$ cat src/rtl/ast_pkg.sv
// Shared definitions for the Avalon-ST symbol packer and the streaming FIFO wrapper.
// Holds the framing FSM state type, the default symbol and beat sizes, and a helper that
// turns the final symbol's slot index into the beat's empty count.
package ast_pkg;

  typedef enum logic {
    AST_IDLE   = 1'b0,
    AST_IN_PKT = 1'b1
  } ast_state_e;

  localparam int unsigned AST_DATABITS_PER_SYMBOL = 8;
  localparam int unsigned AST_SYMBOLS_PER_BEAT    = 4;

  // Unused low-order symbols in a beat whose last valid symbol sits in slot cnt.
  function automatic int unsigned ast_empty_count(input int unsigned cnt,
                                                  input int unsigned symbols_per_beat);
    return symbols_per_beat - 1 - cnt;
  endfunction

endpackage

$ cat src/rtl/ast_out_reg.sv
// Registered valid/ready output stage with ready latency 0.
// Holds its payload stable while out_valid_o && !out_ready_i. When out_ready_i is high the
// current word is dropped, and a new word may be loaded on the same edge.
// Ports:
//   clk_i, rst_i      clock, asynchronous active-low reset
//   load_valid_i      a new word is presented for loading
//   load_data_i       word to load
//   in_ready_o        stage can accept a word this cycle
//   out_valid_o       registered word is valid
//   out_data_o        registered word
//   out_ready_i       downstream takes the word this cycle
module ast_out_reg #(
  parameter int unsigned Width = 8
) (
  input  logic             clk_i,
  input  logic             rst_i,
  input  logic             load_valid_i,
  input  logic [Width-1:0] load_data_i,
  output logic             in_ready_o,
  output logic             out_valid_o,
  output logic [Width-1:0] out_data_o,
  input  logic             out_ready_i
);

  logic             valid_q;
  logic [Width-1:0] data_q;

  assign in_ready_o  = !valid_q || out_ready_i;
  assign out_valid_o = valid_q;
  assign out_data_o  = data_q;

  always_ff @(posedge clk_i or negedge rst_i) begin
    if (!rst_i) begin
      valid_q <= 1'b0;
      data_q  <= '0;
    end else if (load_valid_i && in_ready_o) begin
      valid_q <= 1'b1;
      data_q  <= load_data_i;
    end else if (out_ready_i) begin
      valid_q <= 1'b0;
    end
  end

endmodule

$ cat src/rtl/ast_symbol_packer.sv
// Avalon-ST width adapter: packs one symbol per cycle into beats of SYMBOLS_PER_BEAT symbols
// (first symbol in the MSBs) with packet framing. Short final beats are zero-padded and
// report their unused symbol count on src_empty_o. err_o pulses for one cycle on a symbol
// received outside a packet (dropped) or a sop received inside a packet (partial beat
// discarded, new packet started).
// Optional build macro AST_PACKER_STATS_EN adds saturating counters pkt_cnt_o (eop beats
// taken downstream) and err_cnt_o (err_o pulses).
// Ports:
//   clk_i, rst_i                                 clock, asynchronous active-low reset
//   snk_data_i/valid_i/sop_i/eop_i, snk_ready_o  symbol input
//   src_data_o/valid_o/sop_o/eop_o/empty_o       beat output, src_ready_i downstream ready
//   err_o                                        framing error pulse
module ast_symbol_packer
  import ast_pkg::*;
#(
  parameter int unsigned DATABITS_PER_SYMBOL = AST_DATABITS_PER_SYMBOL,
  parameter int unsigned SYMBOLS_PER_BEAT    = AST_SYMBOLS_PER_BEAT,
  parameter int unsigned EMPTY_W             = $clog2(SYMBOLS_PER_BEAT)
) (
  input  logic                                          clk_i,
  input  logic                                          rst_i,
  input  logic [DATABITS_PER_SYMBOL-1:0]                snk_data_i,
  input  logic                                          snk_valid_i,
  input  logic                                          snk_sop_i,
  input  logic                                          snk_eop_i,
  output logic                                          snk_ready_o,
  output logic [SYMBOLS_PER_BEAT*DATABITS_PER_SYMBOL-1:0] src_data_o,
  output logic                                          src_valid_o,
  output logic                                          src_sop_o,
  output logic                                          src_eop_o,
  output logic [EMPTY_W-1:0]                            src_empty_o,
  input  logic                                          src_ready_i,
  output logic                                          err_o
`ifdef AST_PACKER_STATS_EN
  ,
  output logic [15:0]                                   pkt_cnt_o,
  output logic [15:0]                                   err_cnt_o
`endif
);

  localparam int unsigned DataW = SYMBOLS_PER_BEAT * DATABITS_PER_SYMBOL;
  localparam int unsigned CntW  = EMPTY_W;
  localparam int unsigned PayW  = DataW + 2 + EMPTY_W;

  ast_state_e         state_q, state_d;
  logic [CntW-1:0]    cnt_q, cnt_d;
  logic [DataW-1:0]   acc_q, acc_d;
  logic               sop_beat_q, sop_beat_d;
  logic               err_q, err_d;

  logic               accept, restart, bad_start, take, complete;
  logic [CntW-1:0]    eff_cnt;
  logic [DataW-1:0]   acc_new;
  logic               beat_sop;
  logic [EMPTY_W-1:0] beat_empty;
  logic [PayW-1:0]    load_data, out_data;

  assign accept    = snk_valid_i && snk_ready_o;
  assign restart   = (state_q == AST_IN_PKT) && snk_sop_i;
  assign bad_start = (state_q == AST_IDLE) && !snk_sop_i;
  assign take      = accept && !bad_start;
  // A sop inside a packet abandons the partial beat and restarts at slot 0.
  assign eff_cnt   = restart ? '0 : cnt_q;
  assign complete  = take && ((eff_cnt == CntW'(SYMBOLS_PER_BEAT - 1)) || snk_eop_i);
  assign beat_sop  = (eff_cnt == '0) ? snk_sop_i : sop_beat_q;
  assign beat_empty = snk_eop_i ?
                      EMPTY_W'(ast_empty_count(32'(eff_cnt), SYMBOLS_PER_BEAT)) : '0;

  // Slot 0 clears the other slots so padding in a short beat is always zero.
  always_comb begin
    acc_new = (eff_cnt == '0) ? '0 : acc_q;
    for (int i = 0; i < int'(SYMBOLS_PER_BEAT); i++) begin
      if (eff_cnt == CntW'(i)) begin
        acc_new[DataW-1-i*DATABITS_PER_SYMBOL -: DATABITS_PER_SYMBOL] = snk_data_i;
      end
    end
  end

  always_comb begin
    state_d    = state_q;
    cnt_d      = cnt_q;
    acc_d      = acc_q;
    sop_beat_d = sop_beat_q;
    err_d      = accept && (bad_start || restart);
    if (take) begin
      acc_d   = acc_new;
      cnt_d   = complete ? '0 : eff_cnt + 1'b1;
      state_d = snk_eop_i ? AST_IDLE : AST_IN_PKT;
      if (eff_cnt == '0) begin
        sop_beat_d = snk_sop_i;
      end
    end
  end

  always_ff @(posedge clk_i or negedge rst_i) begin
    if (!rst_i) begin
      state_q    <= AST_IDLE;
      cnt_q      <= '0;
      acc_q      <= '0;
      sop_beat_q <= 1'b0;
      err_q      <= 1'b0;
    end else begin
      state_q    <= state_d;
      cnt_q      <= cnt_d;
      acc_q      <= acc_d;
      sop_beat_q <= sop_beat_d;
      err_q      <= err_d;
    end
  end

  assign load_data = {acc_new, beat_sop, snk_eop_i, beat_empty};

  ast_out_reg #(
    .Width (PayW)
  ) u_out_reg (
    .clk_i        (clk_i),
    .rst_i        (rst_i),
    .load_valid_i (complete),
    .load_data_i  (load_data),
    .in_ready_o   (snk_ready_o),
    .out_valid_o  (src_valid_o),
    .out_data_o   (out_data),
    .out_ready_i  (src_ready_i)
  );

  assign {src_data_o, src_sop_o, src_eop_o, src_empty_o} = out_data;
  assign err_o = err_q;

`ifdef AST_PACKER_STATS_EN
  logic [15:0] pkt_cnt_q, err_cnt_q;

  always_ff @(posedge clk_i or negedge rst_i) begin
    if (!rst_i) begin
      pkt_cnt_q <= '0;
      err_cnt_q <= '0;
    end else begin
      if (src_valid_o && src_ready_i && src_eop_o && (pkt_cnt_q != 16'hFFFF)) begin
        pkt_cnt_q <= pkt_cnt_q + 16'd1;
      end
      if (err_q && (err_cnt_q != 16'hFFFF)) begin
        err_cnt_q <= err_cnt_q + 16'd1;
      end
    end
  end

  assign pkt_cnt_o = pkt_cnt_q;
  assign err_cnt_o = err_cnt_q;
`else
  // Statistics counters are not built.
`endif

endmodule
$ cat config.mk
export PLATFORM = sky130hd
export DESIGN_NAME = ast_symbol_packer
export DESIGN_NICKNAME = d
export VERILOG_FILES = /design/src/rtl/ast_pkg.sv /design/src/rtl/ast_out_reg.sv /design/src/rtl/ast_symbol_packer.sv
export SDC_FILE = /design/constraint.sdc
export NUM_CORES = 1
export LEC_CHECK = 0
export BUFFER_PORTS_ARGS = -buffer_cell sky130_fd_sc_hd__buf_2
export CAP_MARGIN = 15
export CELL_PAD_IN_SITES_DETAIL_PLACEMENT = 0
export CELL_PAD_IN_SITES_GLOBAL_PLACEMENT = 2
export CORE_ASPECT_RATIO = 2
export CORE_MARGIN = 5
export CORE_UTILIZATION = 36
export DETAILED_ROUTE_END_ITERATION = 10
export PLACE_DENSITY_LB_ADDON = 0.25
export SLEW_MARGIN = 20
export SYNTH_ARGS = -nofsm -noshare
export SYNTH_HDL_FRONTEND = slang
export SYNTH_HIERARCHICAL = 1
export SYNTH_SLANG_ARGS = --single-unit
$ cat constraint.sdc
create_clock -name clk_i -period 5 [get_ports clk_i]
set_input_delay 0.5 -clock clk_i [delete_from_list [all_inputs] [get_ports clk_i]]
set_output_delay 0.5 -clock clk_i [all_outputs]
set_load 0.005 [all_outputs]
==> metrics.md <==
| Metric | Value |
|---|---|
| Sink Count | `74` |
| Io pins | `53` |
| Clk_skew | `0.00780 ns` |
| Site Rows | `53` |
| Fillers | `1,088` |
| EDFF count, synth | `0` |
| Hold Buf Count CTS | `0` |
| Worst setup SP type | `flop` |
| Clk slew on worst S/H paths | `0.06 ns` |
| Cell Pwr Density | `518 nW/um2` |
| Top post-synthesis cells by area | `dfrtp_1 48%, mux2_4 15%, mux2_2 6.7%, a22oi_1 3.1%, nand2_1 2.6%` |
| CP Capture Type | `flop` |
| Htree depth | `3` |
| Status | `complete, no violations` |
| Drt drc | `0` |
| CP startpoint | `cnt_q[0]$_DFFE_PN0P_` |
| Critical path class | `reg2reg` |
| Endpoints failing setup | `0` |
| Critical path destination | `u_out_reg/out_data_o[5]$_DFFE_PN0P_` |
| Final min period | `2.63 ns` |
| Worst VDD drop | `0.000248 V` |
| Max Cap Viol | `0` |
| Setup_tns | `0 ns` |
| Most common cell in the synthesized netlist | `dfrtp_1` |
| Inserted Diodes | `0` |
| First-pass GRT wire length | `14,600 um` |
| Drt total wl | `9100 um` |
| Cts repair resizes | `0` |
| Clk_lat worst skew | `0.33 ns` |
| Slew @ Worst Pin | `1.13 ns` |
| Leading register cell type out of synthesis | `dfrtp_1` |
| CTS tree | `done` |
| Post-synth top area share | `48.2%` |
| Gp weighted congestion | `0.746` |
| Flops & latches, synth | `74` |
| Worst min-delay path class | `in2async` |
| Worst R2R Setup Slack | `2.37 ns` |
| Rel. slew slack | `24.3%` |
| Die height | `156 um` |
| 1st-pass router iterations | `4` |
| Largest net degree at the start of global routing | `75` |
| Top post-synthesis cells by count | `74 x dfrtp_1, 39 x mux2_4, 27 x nand2_1` |
| Final Hold Vio Count | `0` |
| Die ar. | `13,000 um2` |
| ANT nets after route | `0` |
| GRT Residual Overflow | `0` |
| DRT iter0 DRCs | `122` |
| Critical path fanouts, max | `29` |
| Crit path required time | `5.27 ns` |
| Leakage | `2.20 nW` |
| Worst EP arrival | `2.90 ns` |
| Synth warn | `6` |
| Syn_area_per_cell | `11.8 um2` |
| Netlist Area Pre-Place | `3840 um2` |
| Post-CTS setup repair buffer count | `0` |
| Nets | `383` |
| Slew Limit Fails | `0` |
| Total Routing Usage GR | `14.5%` |
| Share of layout cells above drive strength 1 | `38.4%` |
| Async SR Flop Fraction | `100%` |
| Synth area leader | `dfrtp_1` |
| Via count | `2,579` |
| Worst R2R End | `u_out_reg/out_data_o[5]$_DFFE_PN0P_` |
| F_max | `380 MHz` |
| CTS Buf Count | `9` |
| Core ar. | `10,500 um2` |
| CTS max path bufs | `2` |
| Starting Density | `36.6%` |
| I/O Buffers | `52` |
| Vias in the first global route | `2,648` |
| Clock Tree Root | `clkbuf_16` |
| Synth unique cells | `33` |
| Period utilisation layout | `52.6%` |
| RSZ-0062 raised after global routing | `no` |
| Area post-placement | `4140 um2` |
| Sequential cell area | `1850 um2` |
| Reg2reg start | `cnt_q[0]$_DFFE_PN0P_` |
| Worst reg2reg path depth | `5` |
| Sequential fraction of the synthesis area | `48.2%` |
| Post-DP HPWL | `5780 um` |
| Area grow syn2layout | `15.3%` |
| WL/cell | `17.9 um` |
| Post-Syn Instances | `325` |
| Vias per cell | `5.07` |
| Multi-input gate area | `1810 um2` |
| Syn nets | `341` |
| Initial antenna violation count | `0` |
| Die width | `83.0 um` |
| Non-Filler Cell Area, Final | `4430 um2` |
[stage by stage]
stage | hold WS, ns | cells | util [%] | setup WS (ns) | power [mW]
after floorplan | 0.204 | 325 | - | 2.88 | 1.51
after global routing | 0.0737 | 509 | 42.3 | 2.18 | 2.45
final | 0.0616 | 509 | 42.3 | 2.37 | 2.29
after CTS | 0.356 | 508 | 42.0 | 2.40 | 2.33
after global placement | 0.484 | 492 | 39.5 | 2.23 | 1.72
after detailed placement | 0.482 | 492 | 39.5 | 2.21 | 1.73
[cell type report]
type	instances	area share (%)
clock buffers	10	5.17
clock inverters	6	0.763
inverters	2	0.169
multi-input cells	222	40.8
flip-flops and latches	74	41.8
well taps	137	3.87
repair buffers	58	7.40
[critical path, stage by stage (launching register included)]
cell and delay, ns:
dfrtp_1 0.64, buf_4 0.43, nor2b_1 0.94, a22oi_1 0.22, nor2_1 0.17, mux2_4 0.16
[routing by layer]
layer	track usage, %	share of wire, %	vias up
met5	0	0	-
met4	5.14	1.3	0
met3	3.44	3.1	8
met2	24.6	52	52
met1	17.9	44	1277
li1	-	-	1242
[sequential cells by signal, indices dropped and copies added, names as in the netlist]
name	flops
u_out_reg/out_valid_o	1
cnt_q	2
err_o	1
acc_q	32
sop_beat_q	1
state_q	1
u_out_reg/out_data_o	36
[kinds of logic after synthesis]
logic type / after synthesis / synth area share (%)
compound gates: 62 / 10.8
buf+inv: 29 / 4.69
simple gates: 96 / 13.6
fa+ha+maj: 2 / 0.652
mux: 62 / 22.0
flops: 74 / 48.2
[placed cells by master, fill, tap and decap left out]
cell and instances:
and4b_1 1, nor2b_2 1, nand2_1 27, o31ai_1 1, buf_2 51, and2_1 1
nand2_4 1, a22o_1 8, nand3b_1 8, and4bb_2 1, mux2_4 39, nor2b_1 12
nor3_1 1, nor3b_4 1, nor2_1 19, clkinv_4 1, nand3b_2 1, dfrtp_1 74
clkbuf_1 1, nand2b_1 3, a32oi_1 7, o21bai_2 1, a22oi_1 16, buf_16 1
inv_1 2, o21ai_1 3, clkbuf_16 9, a21oi_1 9, nand2b_4 2, ha_1 2
nand3_1 17, clkinv_2 5, o21ai_0 17, mux2_2 23, buf_4 6
[where the power goes]
group | total (mW) | leakage, nW | internal [mW] | switching, mW
Sequential | 0.956 | 0.967 | 0.809 | 0.147
Clock | 0.574 | 0.136 | 0.332 | 0.242
Combinational | 0.763 | 1.09 | 0.427 | 0.336
[worst min path at each step]
| stage | slack, ns | cells past startpoint | to | start |
|---|---|---|---|---|
| detailed placement | 0.48 | 1 | acc_q[11]$_DFFE_PN0P_ | acc_q[11]$_DFFE_PN0P_ |
| finish | 0.06 | 1 | acc_q[26]$_DFFE_PN0P_ | rst_i |
| CTS | 0.36 | 1 | u_out_reg/out_data_o[30]$_DFFE_PN0P_ | rst_i |
| floorplan | 0.20 | 0 | acc_q[0]$_DFFE_PN0P_ | rst_i |
| global placement | 0.48 | 1 | acc_q[14]$_DFFE_PN0P_ | acc_q[14]$_DFFE_PN0P_ |
| global route | 0.07 | 1 | u_out_reg/out_data_o[30]$_DFFE_PN0P_ | rst_i |
Power figures use the tool's default switching activity.
